`src/rtl/ball_engine.sv`:
```
// Ball sprite engine: draws a 2x2 ball, then erases, steps, bounces and redraws it every FRAMES_PER_MOVE frame ticks.
// Latency: a move request reaches ERASE two cycles after the triggering tick; a full erase/move/draw takes 9-10 cycles.
// Backpressure: enable is sampled only in IDLE/WAIT; a started erase/move/draw sequence always completes.
module ball_engine #(
  parameter int          SCREEN_W        = 160,
  parameter int          SCREEN_H        = 120,
  parameter int          FRAMES_PER_MOVE = 15,
  parameter int          PADDLE_Y        = 112,
  parameter int          PADDLE_W        = 16,
  parameter logic [2:0]  BALL_COLOUR     = 3'b111,
  parameter int          START_X         = 79,
  parameter int          START_Y         = 60
) (
  input  logic       clk,
  input  logic       resetn,
  input  logic       enable,
  input  logic       frame_tick,
  input  logic [7:0] paddle_x,
  output logic [7:0] x,
  output logic [6:0] y,
  output logic [2:0] colour,
  output logic       plot,
  output logic       busy,
  output logic [7:0] ball_x,
  output logic [6:0] ball_y,
  output logic       ball_lost
);

  typedef enum logic [2:0] {
    S_IDLE,
    S_WAIT,
    S_ERASE,
    S_MOVE,
    S_LOST,
    S_DRAW
  } state_t;

  localparam logic [7:0] X_MAX      = 8'(SCREEN_W - 2);
  localparam logic [6:0] Y_MAX      = 7'(SCREEN_H - 2);
  localparam logic [8:0] PAD_ROW    = 9'(PADDLE_Y);
  localparam logic [8:0] PAD_W9     = 9'(PADDLE_W);
  localparam logic [7:0] FRAME_LAST = 8'(FRAMES_PER_MOVE - 1);
  localparam logic [7:0] START_X8   = 8'(START_X);
  localparam logic [6:0] START_Y7   = 7'(START_Y);

  state_t     state, state_nxt;
  logic [1:0] pix_cnt;
  logic [7:0] frame_cnt;
  logic       move_req;
  logic       dx, dy;
  logic       frame_wrap;
  logic       hit_right, hit_left, hit_top, hit_paddle, hit_bottom;

  assign frame_wrap = enable && frame_tick && (frame_cnt == FRAME_LAST);

  // Paddle test is done in 9 bits so paddle_x + PADDLE_W near 255 cannot wrap.
  assign hit_right  = dx && (ball_x == X_MAX);
  assign hit_left   = !dx && (ball_x == 8'd0);
  assign hit_top    = !dy && (ball_y == 7'd0);
  assign hit_paddle = dy && (({2'b00, ball_y} + 9'd2) == PAD_ROW)
                      && (({1'b0, ball_x} + 9'd2) > {1'b0, paddle_x})
                      && ({1'b0, ball_x} < ({1'b0, paddle_x} + PAD_W9));
  assign hit_bottom = dy && !hit_paddle && (ball_y == Y_MAX);

  // State register.
  always_ff @(posedge clk or negedge resetn) begin
    if (!resetn) state <= S_IDLE;
    else         state <= state_nxt;
  end

  // Next-state decode; enable only matters while parked in IDLE or WAIT.
  always_comb begin
    state_nxt = state;
    case (state)
      S_IDLE:  if (enable) state_nxt = S_DRAW;
      S_WAIT:  if (move_req && enable) state_nxt = S_ERASE;
      S_ERASE: if (pix_cnt == 2'd3) state_nxt = S_MOVE;
      S_MOVE:  state_nxt = hit_bottom ? S_LOST : S_DRAW;
      S_LOST:  state_nxt = S_DRAW;
      S_DRAW:  if (pix_cnt == 2'd3) state_nxt = S_WAIT;
      default: state_nxt = S_IDLE;
    endcase
  end

  // Pixel counter walks the four ball pixels in ERASE and DRAW, idles at 0 elsewhere.
  always_ff @(posedge clk or negedge resetn) begin
    if (!resetn)                                 pix_cnt <= 2'd0;
    else if (state == S_ERASE || state == S_DRAW) pix_cnt <= pix_cnt + 2'd1;
    else                                          pix_cnt <= 2'd0;
  end

  // Frame divider; a new request wins over the clear on ERASE entry so none is lost.
  always_ff @(posedge clk or negedge resetn) begin
    if (!resetn) begin
      frame_cnt <= 8'd0;
      move_req  <= 1'b0;
    end else begin
      if (enable && frame_tick) frame_cnt <= frame_wrap ? 8'd0 : frame_cnt + 8'd1;
      if (frame_wrap)                                     move_req <= 1'b1;
      else if (state == S_WAIT && state_nxt == S_ERASE)   move_req <= 1'b0;
    end
  end

  // Ball position and direction: stepped in MOVE (x and y independently), re-served in LOST.
  always_ff @(posedge clk or negedge resetn) begin
    if (!resetn) begin
      ball_x <= START_X8;
      ball_y <= START_Y7;
      dx     <= 1'b1;
      dy     <= 1'b0;
    end else if (state == S_LOST) begin
      ball_x <= START_X8;
      ball_y <= START_Y7;
      dx     <= 1'b1;
      dy     <= 1'b0;
    end else if (state == S_MOVE && !hit_bottom) begin
      if (hit_right) begin
        dx     <= 1'b0;
        ball_x <= ball_x - 8'd1;
      end else if (hit_left) begin
        dx     <= 1'b1;
        ball_x <= ball_x + 8'd1;
      end else begin
        ball_x <= dx ? ball_x + 8'd1 : ball_x - 8'd1;
      end
      if (hit_top) begin
        dy     <= 1'b1;
        ball_y <= ball_y + 7'd1;
      end else if (hit_paddle) begin
        dy     <= 1'b0;
        ball_y <= ball_y - 7'd1;
      end else begin
        ball_y <= dy ? ball_y + 7'd1 : ball_y - 7'd1;
      end
    end
  end

  // Moore output decode; pixel bus is quiet outside ERASE and DRAW.
  always_comb begin
    x         = 8'd0;
    y         = 7'd0;
    colour    = 3'b000;
    plot      = 1'b0;
    busy      = 1'b0;
    ball_lost = 1'b0;
    case (state)
      S_ERASE: begin
        x    = ball_x + {7'd0, pix_cnt[0]};
        y    = ball_y + {6'd0, pix_cnt[1]};
        plot = 1'b1;
        busy = 1'b1;
      end
      S_DRAW: begin
        x      = ball_x + {7'd0, pix_cnt[0]};
        y      = ball_y + {6'd0, pix_cnt[1]};
        colour = BALL_COLOUR;
        plot   = 1'b1;
        busy   = 1'b1;
      end
      S_MOVE: busy = 1'b1;
      S_LOST: begin
        busy      = 1'b1;
        ball_lost = 1'b1;
      end
      default: ;
    endcase
  end

endmodule

```
`config.mk`:
```
export PLATFORM = sky130hd
export DESIGN_NAME = ball_engine
export DESIGN_NICKNAME = d
export VERILOG_FILES = /design/src/rtl/ball_engine.sv
export SDC_FILE = /design/constraint.sdc
export NUM_CORES = 1
export LEC_CHECK = 0
export BUFFER_PORTS_ARGS = -buffer_cell sky130_fd_sc_hd__buf_2
export CORE_UTILIZATION = 58
export CTS_BUF_LIST = sky130_fd_sc_hd__clkbuf_8 sky130_fd_sc_hd__clkbuf_16
export CTS_CLUSTER_SIZE = 25
export DETAILED_ROUTE_END_ITERATION = 16
export HOLD_SLACK_MARGIN = 0.03
export PLACE_DENSITY = 0.91
export REMOVE_ABC_BUFFERS = 1
export SLEW_MARGIN = 20
export SYNTH_ARGS = -nofsm -noshare
export SYNTH_HDL_FRONTEND = slang
export SYNTH_SLANG_ARGS = --single-unit
```
`constraint.sdc`:
```
create_clock -name clk -period 4.15 [get_ports clk]
set_input_delay 0.6225 -clock clk [delete_from_list [all_inputs] [get_ports clk]]
set_output_delay 0.6225 -clock clk [all_outputs]
set_load 0.005 [all_outputs]
```
* After elaboration in Yosys (flattened, before gate mapping) *
Index checks and enable logic that the tools add are counted.

cells by class
  add/subtract/negate cells = 11
  multiply operators = 0
  divide/modulo/power cells = 0
  $lt $le $gt $ge = 2
  equality and inequality tests = 11
  shift operators = 0
  multiplexer cells = 34
  bitwise logic cells = 0
  reduce and logical (&&, ||, !) cells = 29

operators with widths
  operator               number
  $mux W8                7
  $mux W7                6
  $pmux W3 S6            1
  $add A8 B1 Y8 const B  2
  $mux W3                5
  $mux W1                14
  $logic_and A1 B1 Y1    13
  $add A8 B2 Y9 const B  1
  $add A8 B5 Y9 const B  1
  $eq A3 B2 Y1 const B   3
  $gt A9 B8 Y1           1
  $lt A8 B9 Y1           1
  $add A7 B2 Y8 const B  1
  $add A8 B1 Y8          1
  $eq A8 B4 Y1 const B   1
  $eq A8 B7 Y1 const B   1
  $eq A8 B8 Y1 const B   1
  $logic_not A8 Y1       1
  $sub A8 B1 Y8 const B  1
  $add A7 B1 Y7          1
  $add A7 B1 Y7 const B  1
  $eq A7 B7 Y1 const B   1
  $logic_not A7 Y1       1
  $sub A7 B1 Y7 const B  1
  other kinds (13)       20

word-level totals
  register bits after elaboration = 31
  latch bits = 0
  RAM bits = 0
  bits in read-only memories = 0
  bits of input ports = 12
  logic and storage cells = 95
  memories kept = 0

* Logic depth before layout (Yosys ltp) *
Gate-level depths: netlist (run 1).

  depth in word-level cells = 14
  mapped depth = 16

* Worst setup path before layout (run 1) *
No wires, ideal clock.

  path type = register to register
  start point = reg ball_x[1]
  end point = reg ball_x[5]
  setup time = 0.118 ns
  data arrival time = 3.280 ns
  data required time = 4.032 ns
  path slack = 0.752 ns
  cell stages (with the launch flop) = 16
  path buffers = 3
  clock period less this slack = 3.398 ns
  cells stage by stage = dfstp_2 -> ha_1 -> and3_1 -> clkbuf_1 -> nand3_1 -> xnor2_1 -> ha_1 -> nand4_1 -> nor2_1 -> a2111oi_4 -> and3_1 -> buf_6 -> a31o_1 -> buf_4 -> mux2_1 -> a21o_1

between the ends
  word-level cells in the longest chain between the ends = 10
  elaborated cells on any way between the ends = 22
  classes of those cells = add/sub (3); order compare (2); eq/ne (1); mux (5); reduce/logical (11)

RTL lines
  item                              line  source
  start: declaration                24    output logic [7:0] ball_x,
  start signal: assignment          119   ball_x <= ball_x - 8'd1;
  start signal: assignment          122   ball_x <= ball_x + 8'd1;
  start signal: assignment          124   ball_x <= dx ? ball_x + 8'd1 : ball_x - 8'd1;
  $add A8 B2 Y9                     61    && (({1'b0, ball_x} + 9'd2) > {1'b0, paddle_x})
  $gt A9 B8 Y1                      61
  $logic_and A1 B1 Y1               61
  $logic_and A1 B1 Y1               62    && ({1'b0, ball_x} < ({1'b0, paddle_x} + PAD_W9));
  $logic_not A1 Y1                  63    assign hit_bottom = dy && !hit_paddle && (ball_y == Y_MAX);
  $logic_and A1 B1 Y1 (2 in a row)  63
  $logic_not A1 Y1                  116   end else if (state == S_MOVE && !hit_bottom) begin
  $logic_and A1 B1 Y1               116
  $reduce_bool A2 Y1 (no line)      -

Several ways; a longest one is shown, not always the timed one. The select of a mux whose other input is x is not followed.
A chain may end at the register's enable or synchronous reset.

* Final worst setup path (run 1) *
  start point = reg ball_x[1]
  end point = reg ball_y[5]

between the ends
  word-level cells in the longest chain between the ends = 10
  elaborated cells on any way between the ends = 15
  classes of those cells = add/sub (1); order compare (2); mux (4); reduce/logical (8)

RTL lines
  item                              line  source
  $add A8 B2 Y9                     61
  $gt A9 B8 Y1                      61
  $logic_and A1 B1 Y1               61
  $logic_and A1 B1 Y1 (*)           62
  $logic_not A1 Y1                  63
  $logic_and A1 B1 Y1 (2 in a row)  63
  $logic_not A1 Y1                  116
  $logic_and A1 B1 Y1               116
  $reduce_bool A2 Y1 (no line)      -
  end signal: assignment            128   ball_y <= ball_y + 7'd1;
  end signal: assignment            131   ball_y <= ball_y - 7'd1;
  end signal: assignment            133   ball_y <= dy ? ball_y + 7'd1 : ball_y - 7'd1;
  end: declaration                  25    output logic [6:0] ball_y,

Mark *: on every way between the ends. The rest lies on a longest branch, timed or not. The select of a mux whose other input is x is not followed.

==> impl_metrics.json, run 1 <==
{
  "outcome": "completed",
  "final_layout_size_suffix_gt1_share_pct": 18.6,
  "drt_drc_violations_left": 0,
  "postSynth.asyncResetShare_pct": 100,
  "detailedPlacementHpwl_mm": 5.69,
  "rr_startpoint": "ball_x[1]$_DFFE_PN1P_",
  "antenna_violating_nets_post_route": 0,
  "dpl-instance-area_sq_um": 3240,
  "post_route_cell_area_sq_um": 3330,
  "grt_start_max_net_pins": 32,
  "ctsRootBufferMaster": "sky130_fd_sc_hd__clkbuf_8",
  "required_ns": 4.36,
  "setup_viol": 0,
  "worstRegToRegCells": 12,
  "wl_per_cell_microns": 15.9,
  "synth.cell_area_sq_um": 3040,
  "r2r_end": "ball_y[5]$_DFFE_PN1P_",
  "intPower_mw": 0.891,
  "power.net_switching_mw": 0.761,
  "ys_seq_area_share_pct": 25.9,
  "area_growth_from_synthesis_to_layout_pct": 9.56,
  "gr-usage-met2_pct": 49.8,
  "timing.critical_path.to": "ball_y[5]$_DFFE_PN1P_",
  "ys_ff_latch": 31,
  "globalRouteMet3Util_pct": 4.34,
  "antenna-diode-count": 0,
  "finalWorstPathRequiredPeriod_ns": 3.83,
  "final_critical_path_setup_slack_ns": 0.318,
  "mostFrequentLayoutCells": "sky130_fd_sc_hd__buf_2 (47), sky130_fd_sc_hd__nor2_1 (37), sky130_fd_sc_hd__nand2_1 (36), sky130_fd_sc_hd__ha_1 (35), sky130_fd_sc_hd__inv_1 (24)",
  "comb_power_share_pct": 50.2,
  "routed-via-count": 2884,
  "synth-edff-count": 0,
  "finalWirelength_mm": 7.48,
  "cts.clk_slew.worst_paths_ns": 0.08,
  "crit_cells": 12,
  "cp_cell_sequence": "ha_1 > and3_1 > nand3_1 > xnor2_1 > ha_1 > nand4_1 > nor2_1 > a2111oi_4 > and3_1 > a31oi_4 > or3_1 > a22o_1",
  "cts_buffers": 5,
  "antenna_violations_before_repair": 0,
  "cts_sinks": 31,
  "globalRoute.busiestLayer": "met2",
  "ys_warn_count": 0,
  "slew_headroom_pct": 53.4,
  "clk-insertion-delay-late_ns": 0.29,
  "global_route.usage.total_pct": 29.5,
  "critical_path_capture_point_type": "flop",
  "final_min_period_over_clock_period_pct": 92.3,
  "die_w_microns": 74.4,
  "crit_family": "simple AND/OR/NAND/NOR gates",
  "reg2reg_setup_slack_ns": 0.32,
  "cap_viol_max_count": 0,
  "cp.arrival_ns": 4.04,
  "first_global_vias": 2733,
  "dp_slack_ns": 0.327,
  "p_per_area_nw_per_um2": 497,
  "grt_overflow_total": 0,
  "finalWeightedCongestion": 0.904,
  "htree_levels": 2,
  "clock_path_buffers": 2,
  "critical_path_class": "reg2reg",
  "finalSetupTns_ns": 0,
  "starting_density_of_the_core_pct": 62.3,
  "worst_setup_path_start_kind": "flop",
  "global_route_wire_length_before_repair_mm": 12.5,
  "cts_tree": "yes",
  "critical_path_peak_fanout": 19,
  "syn_inst": 370,
  "buffer_ports.inserted": 47,
  "drt-pass1-iter-count": 5,
  "iteration_0_drc_count_of_the_detailed_router": 235,
  "slew_violations": 0,
  "number_of_setup_buffers_added_after_cts": 0,
  "min-delay-path-class": "in2async",
  "postCtsHoldBufs": 0,
  "switching_share_pct": 46.1,
  "worst_slew_pin_slew_ns": 0.699,
  "row_count": 25,
  "finish.net_count": 450,
  "p_seq_share_pct": 35.6,
  "design.die.area_sq_um": 5530,
  "startpoint": "ball_x[1]$_DFFE_PN1P_",
  "rsz_0062_raised_after_global_routing": "false",
  "netlist-cell-type-count": 59,
  "die_y_microns": 74.4,
  "final_cell_utilization_of_the_core_pct": 68.2,
  "worst_ir_drop_vdd_v": 0.000323,
  "hold_viol": 0,
  "clock-skew-final_ns": 0.0132,
  "fp.coreArea_sq_um": 4880,
  "cp_num_buf_inv": 0,
  "p_leak_nw": 1.60,
  "ios": 48,
  "cpPeakStageDelay_ns": 0.67,
  "clkPwrFrac_pct": 14.2,
  "grt_use_met1_pct": 38.2,
  "most_common_cell_after_layout_fill_and_taps_aside": "sky130_fd_sc_hd__buf_2",
  "cp_slowest_cell": "sky130_fd_sc_hd__dfstp_2",
  "resized_after_cts": 0,
  "synth-main-ff-cell": "sky130_fd_sc_hd__dfrtp_1",
  "via_per_inst": 6.12,
  "fmaxAchievable_mhz": 261,
  "synthesis.area_per_instance_sq_um": 8.21
}
==> cells in the mapped netlist, types with 3 or more instances <==
master                     count  share of area (%)
sky130_fd_sc_hd__o21ai_1       6               0.99
sky130_fd_sc_hd__a21oi_1      17                2.8
sky130_fd_sc_hd__buf_4         7                1.7
sky130_fd_sc_hd__nand3_1      16                2.6
sky130_fd_sc_hd__or3_1         4               0.82
sky130_fd_sc_hd__nand2_1      36                4.4
sky130_fd_sc_hd__ha_1         35                 14
sky130_fd_sc_hd__nor2_1       37                4.6
sky130_fd_sc_hd__xnor2_1      15                4.3
sky130_fd_sc_hd__o31ai_1       3               0.74
sky130_fd_sc_hd__nor4_1        3               0.62
sky130_fd_sc_hd__inv_1        23                2.8
sky130_fd_sc_hd__o211ai_1      6                1.5
sky130_fd_sc_hd__dfstp_2      10                8.6
sky130_fd_sc_hd__a21o_1        4               0.99
sky130_fd_sc_hd__and2_1        6                1.2
sky130_fd_sc_hd__or4_1         3               0.74
sky130_fd_sc_hd__o21ai_0      13                2.1
sky130_fd_sc_hd__mux2i_1       3               0.99
sky130_fd_sc_hd__and3_1        7                1.4
sky130_fd_sc_hd__nand4_1       7                1.4
sky130_fd_sc_hd__clkbuf_1      9                1.1
sky130_fd_sc_hd__a211oi_1      3               0.74
sky130_fd_sc_hd__buf_2         3               0.49
sky130_fd_sc_hd__dfrtp_1      21                 17
sky130_fd_sc_hd__nand2b_1      4               0.82
sky130_fd_sc_hd__a31oi_1       4               0.82
sky130_fd_sc_hd__nor2b_1       9                1.9
sky130_fd_sc_hd__a32oi_1       3               0.87
sky130_fd_sc_hd__xor2_1       10                2.9
sky130_fd_sc_hd__nor3_1        7                1.2
==> power by group through the flow <==
stage                     Combinational, mW  Sequential [mW]  Clock [mW]
after floorplan                       0.551            0.539           0
after global placement                0.782            0.574           0
after detailed placement              0.824            0.584           0
after CTS                             0.827            0.580       0.238
after global routing                  0.936            0.602       0.253
final                                 0.829            0.588       0.235
==> layer usage <==
| metal | wire length, microns | part of all wire (%) |
|---|---|---|
| met1 | 3290 | 44 |
| met2 | 3650 | 49 |
| met3 | 424 | 5.7 |
| met4 | 114 | 1.5 |
| met5 | 0 | 0 |
==> through the flow <==
step | total power [mW] | hold slack (ns) | cells
2_1_floorplan | 1.09 | 0.327 | 346
3_3_place_gp | 1.36 | 0.460 | 463
3_5_place_dp | 1.41 | 0.468 | 463
4_1_cts | 1.65 | 0.408 | 471
5_1_grt | 1.79 | 0.431 | 471
6_report | 1.65 | 0.385 | 471
==> area by class of cell <==
type                       count  area (sq um)
multi-input combinational    292          2030
fill                         423          1550
sequential                    31           788
timing repair buffer          50           258
inverter                      23          86.3
tap                           67          83.8
clock buffer                   5          68.8
clock inverter                 3          16.3
==> worst min-delay path by stage <==
stage | start | to | slack (ns)
after floorplan | resetn | ball_x[4]$_DFFE_PN0P_ | 0.33
after global placement | pix_cnt[0]$_DFF_PN0_ | pix_cnt[0]$_DFF_PN0_ | 0.46
after detailed placement | pix_cnt[0]$_DFF_PN0_ | pix_cnt[0]$_DFF_PN0_ | 0.47
after CTS | resetn | frame_cnt[5]$_DFFE_PN0P_ | 0.41
after global routing | resetn | frame_cnt[5]$_DFFE_PN0P_ | 0.43
final | resetn | frame_cnt[4]$_DFFE_PN0P_ | 0.38
==> state kept, by name (all words and copies together), names as in the netlist <==
signal	cells
frame_cnt	8
dy	1
move_req	1
ball_x	8
state	3
pix_cnt	2
ball_y	7
dx	1
==> logic make-up (layout without fill, tap and decap cells) <==
kind of cell / Yosys count / count (layout) / share of synthesized area, %
adders and majority gates: 35 / 35 / 14.4
AOI/OAI and AO/OA: 80 / 80 / 18.9
buffers and inverters: 47 / 81 / 7.33
muxes: 6 / 6 / 2.10
DFF: 31 / 31 / 25.9
and+or+nand+nor: 146 / 146 / 24.1
xor gates and xnor gates: 25 / 25 / 7.21
==> worst register-to-register path, cell delays in order, from the launching register on <==
cell and delay, ns:
sky130_fd_sc_hd__dfstp_2 0.67, sky130_fd_sc_hd__ha_1 0.28, sky130_fd_sc_hd__and3_1 0.29, sky130_fd_sc_hd__nand3_1 0.12, sky130_fd_sc_hd__xnor2_1 0.23, sky130_fd_sc_hd__ha_1 0.28
sky130_fd_sc_hd__nand4_1 0.07, sky130_fd_sc_hd__nor2_1 0.07, sky130_fd_sc_hd__a2111oi_4 0.37, sky130_fd_sc_hd__and3_1 0.42, sky130_fd_sc_hd__a31oi_4 0.30, sky130_fd_sc_hd__or3_1 0.45
sky130_fd_sc_hd__a22o_1 0.21
Power figures use the tool's default switching activity.
==> run 2: changes to the inputs <==
Settings changed: GPL_TIMING_DRIVEN set to 0.
==> run 2 against run 1 <==
- global-route usage fell by 2.5 points
- non-clock buffer count fell by 3
- clock power rose by 51%
- setup slack got worse by 0.13 ns
- power rose by 5.9%
- combinational power fell by 2.5%
- core utilization rose by 0.77 points
- sequential power barely moved
- final area rose by 1.1%
- critical path type unchanged
- largest cell class unchanged
- largest power group unchanged
==> impl_metrics.json, run 2 (same netlist as run 1, synthesis figures left out) <==
{
  "routed-via-count": 2804,
  "finish.net_count": 447,
  "hold_viol": 0,
  "finalWeightedCongestion": 0.911,
  "cts.clk_slew.worst_paths_ns": 0.07,
  "worst_slew_pin_slew_ns": 0.784,
  "cp_cell_sequence": "ha_1 > and3_1 > nand3_1 > xnor2_1 > ha_1 > nand4_1 > nor2_1 > a2111oi_4 > and3_2 > a31o_4 > mux2_1 > a21o_1",
  "final_min_period_over_clock_period_pct": 95.5,
  "cp_slowest_cell": "sky130_fd_sc_hd__dfstp_2",
  "mostFrequentLayoutCells": "sky130_fd_sc_hd__buf_2 (47), sky130_fd_sc_hd__nand2_1 (36), sky130_fd_sc_hd__nor2_1 (36), sky130_fd_sc_hd__ha_1 (35), sky130_fd_sc_hd__inv_1 (24)",
  "most_common_cell_after_layout_fill_and_taps_aside": "sky130_fd_sc_hd__buf_2",
  "slew_headroom_pct": 47.7,
  "critical_path_class": "reg2reg",
  "outcome": "completed",
  "die_w_microns": 74.4,
  "min-delay-path-class": "in2async",
  "antenna_violations_before_repair": 0,
  "fillers": 414,
  "detailedPlacementHpwl_mm": 5.17,
  "p_leak_nw": 1.61,
  "global_route.usage.total_pct": 27.0,
  "worst_ir_drop_vdd_v": 0.000343,
  "htree_levels": 2,
  "p_per_area_nw_per_um2": 520,
  "fmaxAchievable_mhz": 252,
  "post-layout-total-power_mw": 1.75,
  "clock-skew-final_ns": 0.00407,
  "clock_path_buffers": 2,
  "antenna_violating_nets_post_route": 0,
  "row_count": 25,
  "setup_viol": 0,
  "wl_per_cell_microns": 15.2,
  "area_growth_from_synthesis_to_layout_pct": 10.8,
  "grt_start_max_net_pins": 32,
  "dpl-instance-area_sq_um": 3220,
  "postCtsHoldBufs": 0,
  "cts_tree": "yes",
  "required_ns": 4.33,
  "critical_path_peak_fanout": 18,
  "starting_density_of_the_core_pct": 62.3,
  "clk-insertion-delay-late_ns": 0.28,
  "finalSetupTns_ns": 0,
  "first_global_vias": 2497,
  "drt_drc_violations_left": 0,
  "hold-worst-slack_ns": 0.386,
  "iteration_0_drc_count_of_the_detailed_router": 213,
  "final_layout_size_suffix_gt1_share_pct": 18.5,
  "post_route_cell_area_sq_um": 3370,
  "cap_viol_max_count": 0,
  "die_y_microns": 74.4,
  "cpPeakStageDelay_ns": 0.70,
  "design.die.area_sq_um": 5530,
  "ctsRootBufferMaster": "sky130_fd_sc_hd__clkbuf_8",
  "via_per_inst": 5.99,
  "critical_path_capture_point_type": "flop",
  "cts_sinks": 31,
  "cts_buffers": 5,
  "drt-pass1-iter-count": 5,
  "biggestRegsByFlops": "ball_x (8), frame_cnt (8), ball_y (7)",
  "fp.coreArea_sq_um": 4880,
  "rsz_0062_raised_after_global_routing": "false",
  "final_critical_path_setup_slack_ns": 0.187,
  "finalWirelength_mm": 7.11,
  "cell_occurring_most_often_along_the_worst_timing_path": "sky130_fd_sc_hd__ha_1",
  "slew_violations": 0,
  "ios": 48,
  "sequential_cell_area_sq_um": 788,
  "area_used_by_multi_input_combinational_logic_sq_um": 2040,
  "buffer_ports.inserted": 47,
  "global_route_wire_length_before_repair_mm": 11.6,
  "dp_slack_ns": -0.225,
  "number_of_setup_buffers_added_after_cts": 0,
  "cp.arrival_ns": 4.14,
  "finalWorstPathRequiredPeriod_ns": 3.96,
  "resized_after_cts": 1,
  "grt_overflow_total": 0,
  "antenna-diode-count": 0,
  "worst_setup_path_start_kind": "flop"
}
run 2: cell types whose count changed in the layout (fill, tap and decap cells not counted), sizes merged:
cell,delta
clkinvlp,-1
bufinv,+2
buf,-3
clkinv,-1
run 2: worst paths after layout:
kind	from	cells past startpoint	slack (ns)	end
setup / recovery	ball_x[1]$_DFFE_PN1P_	12	0.19	ball_x[5]$_DFFE_PN0P_
hold / removal	resetn	1	0.39	ball_y[6]$_DFFE_PN0P_
setup reg to reg	ball_x[1]$_DFFE_PN1P_	12	0.19	ball_x[5]$_DFFE_PN0P_
hold reg to reg	pix_cnt[0]$_DFF_PN0_	1	0.47	pix_cnt[0]$_DFF_PN0_
max in group asynchronous	resetn	1	3.31	dy$_DFFE_PN0P_
min in group clk	pix_cnt[0]$_DFF_PN0_	1	0.47	pix_cnt[0]$_DFF_PN0_
run 2: worst max-delay path: cells and delay by family (launching register included):
family | cells | cell delay (ns)
flops | 1 | 0.70
compound gates | 3 | 0.87
mux | 1 | 0.35
fa+ha+maj | 2 | 0.62
simple gates | 5 | 0.97
xor+xnor | 1 | 0.34
run 2: area by class of cell:
class / count / area share (%)
clock buffer: 5 / 2.04
clock inverter: 3 / 1.90
inverter: 23 / 2.57
multi-input combinational: 292 / 60.6
sequential: 31 / 23.4
tap: 67 / 2.49
timing repair buffer: 47 / 6.99
run 2: metrics by stage:
stage	utilization, %	cells
4_1_cts	68.8	468
6_report	69.0	468
3_3_place_gp	66.0	460
3_5_place_dp	66.1	460
2_1_floorplan	-	346
5_1_grt	69.0	468
run 2: per-layer routing:
| metal | vias to the layer above | track usage [%] | wire (microns) |
|---|---|---|---|
| li1 | 1367 | - | - |
| met1 | 1323 | 36.8 | 3220 |
| met2 | 101 | 45.9 | 3440 |
| met4 | 0 | 4.61 | 66 |
| met3 | 13 | 3.93 | 378 |
| met5 | - | 0 | 0 |
run 2: power by group:
part	switching, mW	internal [mW]	leakage (nW)
registers	0.182	0.405	0.383
clock network	0.118	0.238	0.0695
logic	0.441	0.368	1.15
==> run 3: changes to the inputs <==
Settings changed: ABC_AREA set to 1.
==> run 3 against run 2 <==
- clock-buffer cell count rose by 1
- sequential cell count did not move
- sequential power shrank 18%
- core utilization is 0.75 points lower
- final area up 5.5%
- global-route usage rose by 0.40 points
- area after synthesis increased by 5.3%
- largest cell class unchanged
- highest routed layer unchanged
==> impl_metrics.json, run 3 <==
{
  "resized_after_cts": 0,
  "synth-main-ff-cell": "sky130_fd_sc_hd__dfrtp_1",
  "finalWorstPathRequiredPeriod_ns": 3.45,
  "worst_slew_pin_slew_ns": 0.690,
  "antenna_violating_nets_post_route": 0,
  "fillers": 437,
  "outcome": "completed",
  "grt_start_max_net_pins": 32,
  "number_of_setup_buffers_added_after_cts": 0,
  "starting_density_of_the_core_pct": 61.5,
  "cts_buffers": 5,
  "critical_path_class": "reg2reg",
  "finalWirelength_mm": 7.75,
  "final_min_period_over_clock_period_pct": 83.2,
  "finalSetupTns_ns": 0,
  "die_y_microns": 76.3,
  "first_global_vias": 2988,
  "ys_seq_area_share_pct": 24.6,
  "mostFrequentLayoutCells": "sky130_fd_sc_hd__nand2_1 (114), sky130_fd_sc_hd__inv_1 (72), sky130_fd_sc_hd__buf_2 (47), sky130_fd_sc_hd__nor2_1 (45), sky130_fd_sc_hd__ha_1 (35)",
  "cp.arrival_ns": 3.67,
  "crit_family": "simple AND/OR/NAND/NOR gates",
  "layoutNonFillerInstCount": 581,
  "ys_warn_count": 0,
  "post_route_cell_area_sq_um": 3550,
  "postCtsHoldBufs": 0,
  "row_count": 26,
  "fp.coreArea_sq_um": 5200,
  "wl_per_cell_microns": 13.3,
  "cts_tree": "yes",
  "synth-edff-count": 0,
  "p_per_area_nw_per_um2": 399,
  "ios": 48,
  "routed-via-count": 3134,
  "detailedPlacementHpwl_mm": 6.00,
  "biggestRegsByFlops": "ball_x (8), frame_cnt (8), ball_y (7)",
  "die_w_microns": 76.3,
  "fmaxAchievable_mhz": 290,
  "most_common_cell_after_layout_fill_and_taps_aside": "sky130_fd_sc_hd__nand2_1",
  "synth_area_leader_cell": "sky130_fd_sc_hd__dfrtp_1",
  "placed_cells": 573,
  "drt-pass1-iter-count": 5,
  "required_ns": 4.36,
  "buffer_ports.inserted": 47,
  "worst_setup_path_start_kind": "flop",
  "iteration_0_drc_count_of_the_detailed_router": 190,
  "postSynth.asyncResetShare_pct": 100,
  "global_route_wire_length_before_repair_mm": 13.2,
  "netlist-cell-type-count": 43,
  "synth.area.top_cells": "sky130_fd_sc_hd__dfrtp_1 (16%), sky130_fd_sc_hd__ha_1 (14%), sky130_fd_sc_hd__nand2_1 (13%)",
  "rsz_0062_raised_after_global_routing": "false",
  "synth_commonest_cells": "sky130_fd_sc_hd__nand2_1 (114), sky130_fd_sc_hd__inv_1 (71), sky130_fd_sc_hd__nor2_1 (45), sky130_fd_sc_hd__ha_1 (35), sky130_fd_sc_hd__o21ai_0 (24)",
  "via_per_inst": 5.39,
  "critical_path_capture_point_type": "flop",
  "clock_path_buffers": 2,
  "finish.net_count": 557,
  "antenna_violations_before_repair": 0,
  "slew_violations": 0,
  "slew_headroom_pct": 54.0,
  "global_route.usage.total_pct": 27.4,
  "clock-skew-final_ns": 0.00556,
  "cap_viol_max_count": 0,
  "hold_viol": 0,
  "grt_overflow_total": 0,
  "cts.clk_slew.worst_paths_ns": 0.07,
  "drt_drc_violations_left": 0,
  "final_cell_utilization_of_the_core_pct": 68.2,
  "setup_viol": 0,
  "synth_top_cell_area_share_pct": 16.4,
  "cp_cell_sequence": "ha_1 > nand2_1 > nor2_1 > inv_1 > nor2_2 > xor2_1 > ha_1 > and3_1 > nand3_1 > nand2_1 > nor2_4 > nand3_4 > nand3_4 > nand2_4 > inv_2 > nor2_1 > nor2_1",
  "htree_levels": 2,
  "yosysMostFrequentCell": "sky130_fd_sc_hd__nand2_1",
  "cts_sinks": 31,
  "area_growth_from_synthesis_to_layout_pct": 11.0,
  "design.die.area_sq_um": 5820,
  "worst_ir_drop_vdd_v": 0.000406,
  "finalWeightedCongestion": 0.946,
  "min-delay-path-class": "in2async",
  "synthesis.area_per_instance_sq_um": 6.88,
  "clk-insertion-delay-late_ns": 0.28,
  "final_layout_size_suffix_gt1_share_pct": 17.4,
  "p_leak_nw": 1.94,
  "ys_ff_latch": 31,
  "antenna-diode-count": 0,
  "critical_path_peak_fanout": 12,
  "syn_inst": 465,
  "cp_slowest_cell": "sky130_fd_sc_hd__dfstp_2",
  "cpPeakStageDelay_ns": 0.63,
  "cell_occurring_most_often_along_the_worst_timing_path": "sky130_fd_sc_hd__nor2_1",
  "ctsRootBufferMaster": "sky130_fd_sc_hd__clkbuf_8",
  "cp_num_buf_inv": 2,
  "dpl-instance-area_sq_um": 3460,
  "synth.cell_area_sq_um": 3200
}
## run 3: cell types whose count changed after synthesis, moves of 5 or more
cell and delta:
sky130_fd_sc_hd__nand2_1 +78, sky130_fd_sc_hd__inv_1 +48, sky130_fd_sc_hd__o21ai_0 +11, sky130_fd_sc_hd__xor2_1 +11, sky130_fd_sc_hd__clkbuf_1 -9, sky130_fd_sc_hd__nor2b_1 -9
sky130_fd_sc_hd__xnor2_1 -9, sky130_fd_sc_hd__nor2_1 +8, sky130_fd_sc_hd__nor3_1 +7, sky130_fd_sc_hd__and2_1 -5, sky130_fd_sc_hd__and3_1 -5, sky130_fd_sc_hd__nand4_1 +5
sky130_fd_sc_hd__o211ai_1 -5, sky130_fd_sc_hd__o21ai_1 -5
## run 3: per-stage QoR
stage          total power [mW]  hold WS [ns]  worst slack [ns]
2_1_floorplan             0.923         0.327              1.28
3_3_place_gp               1.13         0.467             0.851
3_5_place_dp               1.17         0.473             0.759
4_1_cts                    1.41         0.395             0.713
5_1_grt                    1.53         0.423             0.411
6_report                   1.42         0.378             0.698
## run 3: power by group
group	total, mW	leakage [nW]	switching [mW]	internal (mW)
Combinational	0.690	1.52	0.433	0.256
Sequential	0.482	0.376	0.0938	0.388
Clock	0.245	0.0524	0.114	0.131
Total	1.42	1.94	0.641	0.776
## run 3: cells by family (layout without fill, tap and decap cells)
kind of cell	after synthesis	in the layout	synth area share (%)
AND/OR/NAND/NOR	227	227	32.2
AO/OA/AOI/OAI	57	57	10.6
multiplexers	1	1	0.313
flip-flops	31	31	24.6
buffers and inverters	87	133	11.2
adder cells (fa/ha/maj)	35	35	13.7
XOR/XNOR	27	27	7.39
## run 3: worst paths after layout
check / from / to / slack [ns] / cells after the start
max reg2reg: ball_x[2]$_DFFE_PN1P_ / ball_y[3]$_DFFE_PN1P_ / 0.70 / 17
max in group asynchronous: resetn / ball_y[1]$_DFFE_PN0P_ / 3.33 / 1
min reg2reg: frame_cnt[3]$_DFFE_PN0P_ / frame_cnt[3]$_DFFE_PN0P_ / 0.48 / 1
min: resetn / frame_cnt[7]$_DFFE_PN0P_ / 0.38 / 1
max: ball_x[2]$_DFFE_PN1P_ / ball_y[3]$_DFFE_PN1P_ / 0.70 / 17
min in group clk: frame_cnt[3]$_DFFE_PN0P_ / frame_cnt[3]$_DFFE_PN0P_ / 0.48 / 1
## run 3: area by class of cell
type / instances / area [sq um] / share of cell area (%)
Timing Repair Buffer: 47 / 235 / 6.62
Sequential cell: 31 / 788 / 22.2
Clock inverter: 2 / 8.76 / 0.247
Tap cell: 70 / 87.6 / 2.47
Clock buffer: 6 / 82.6 / 2.33
Inverter: 78 / 295 / 8.32
Multi-Input combinational cell: 347 / 2050 / 57.8
## run 3: per-layer routing
metal | up-vias | wire length, microns | GRT usage, %
met1 | 1469 | 3370 | 34.3
met5 | - | 0 | 0
met2 | 85 | 3940 | 50.3
met4 | 0 | 38 | 3.85
met3 | 7 | 394 | 4.19
li1 | 1573 | - | -
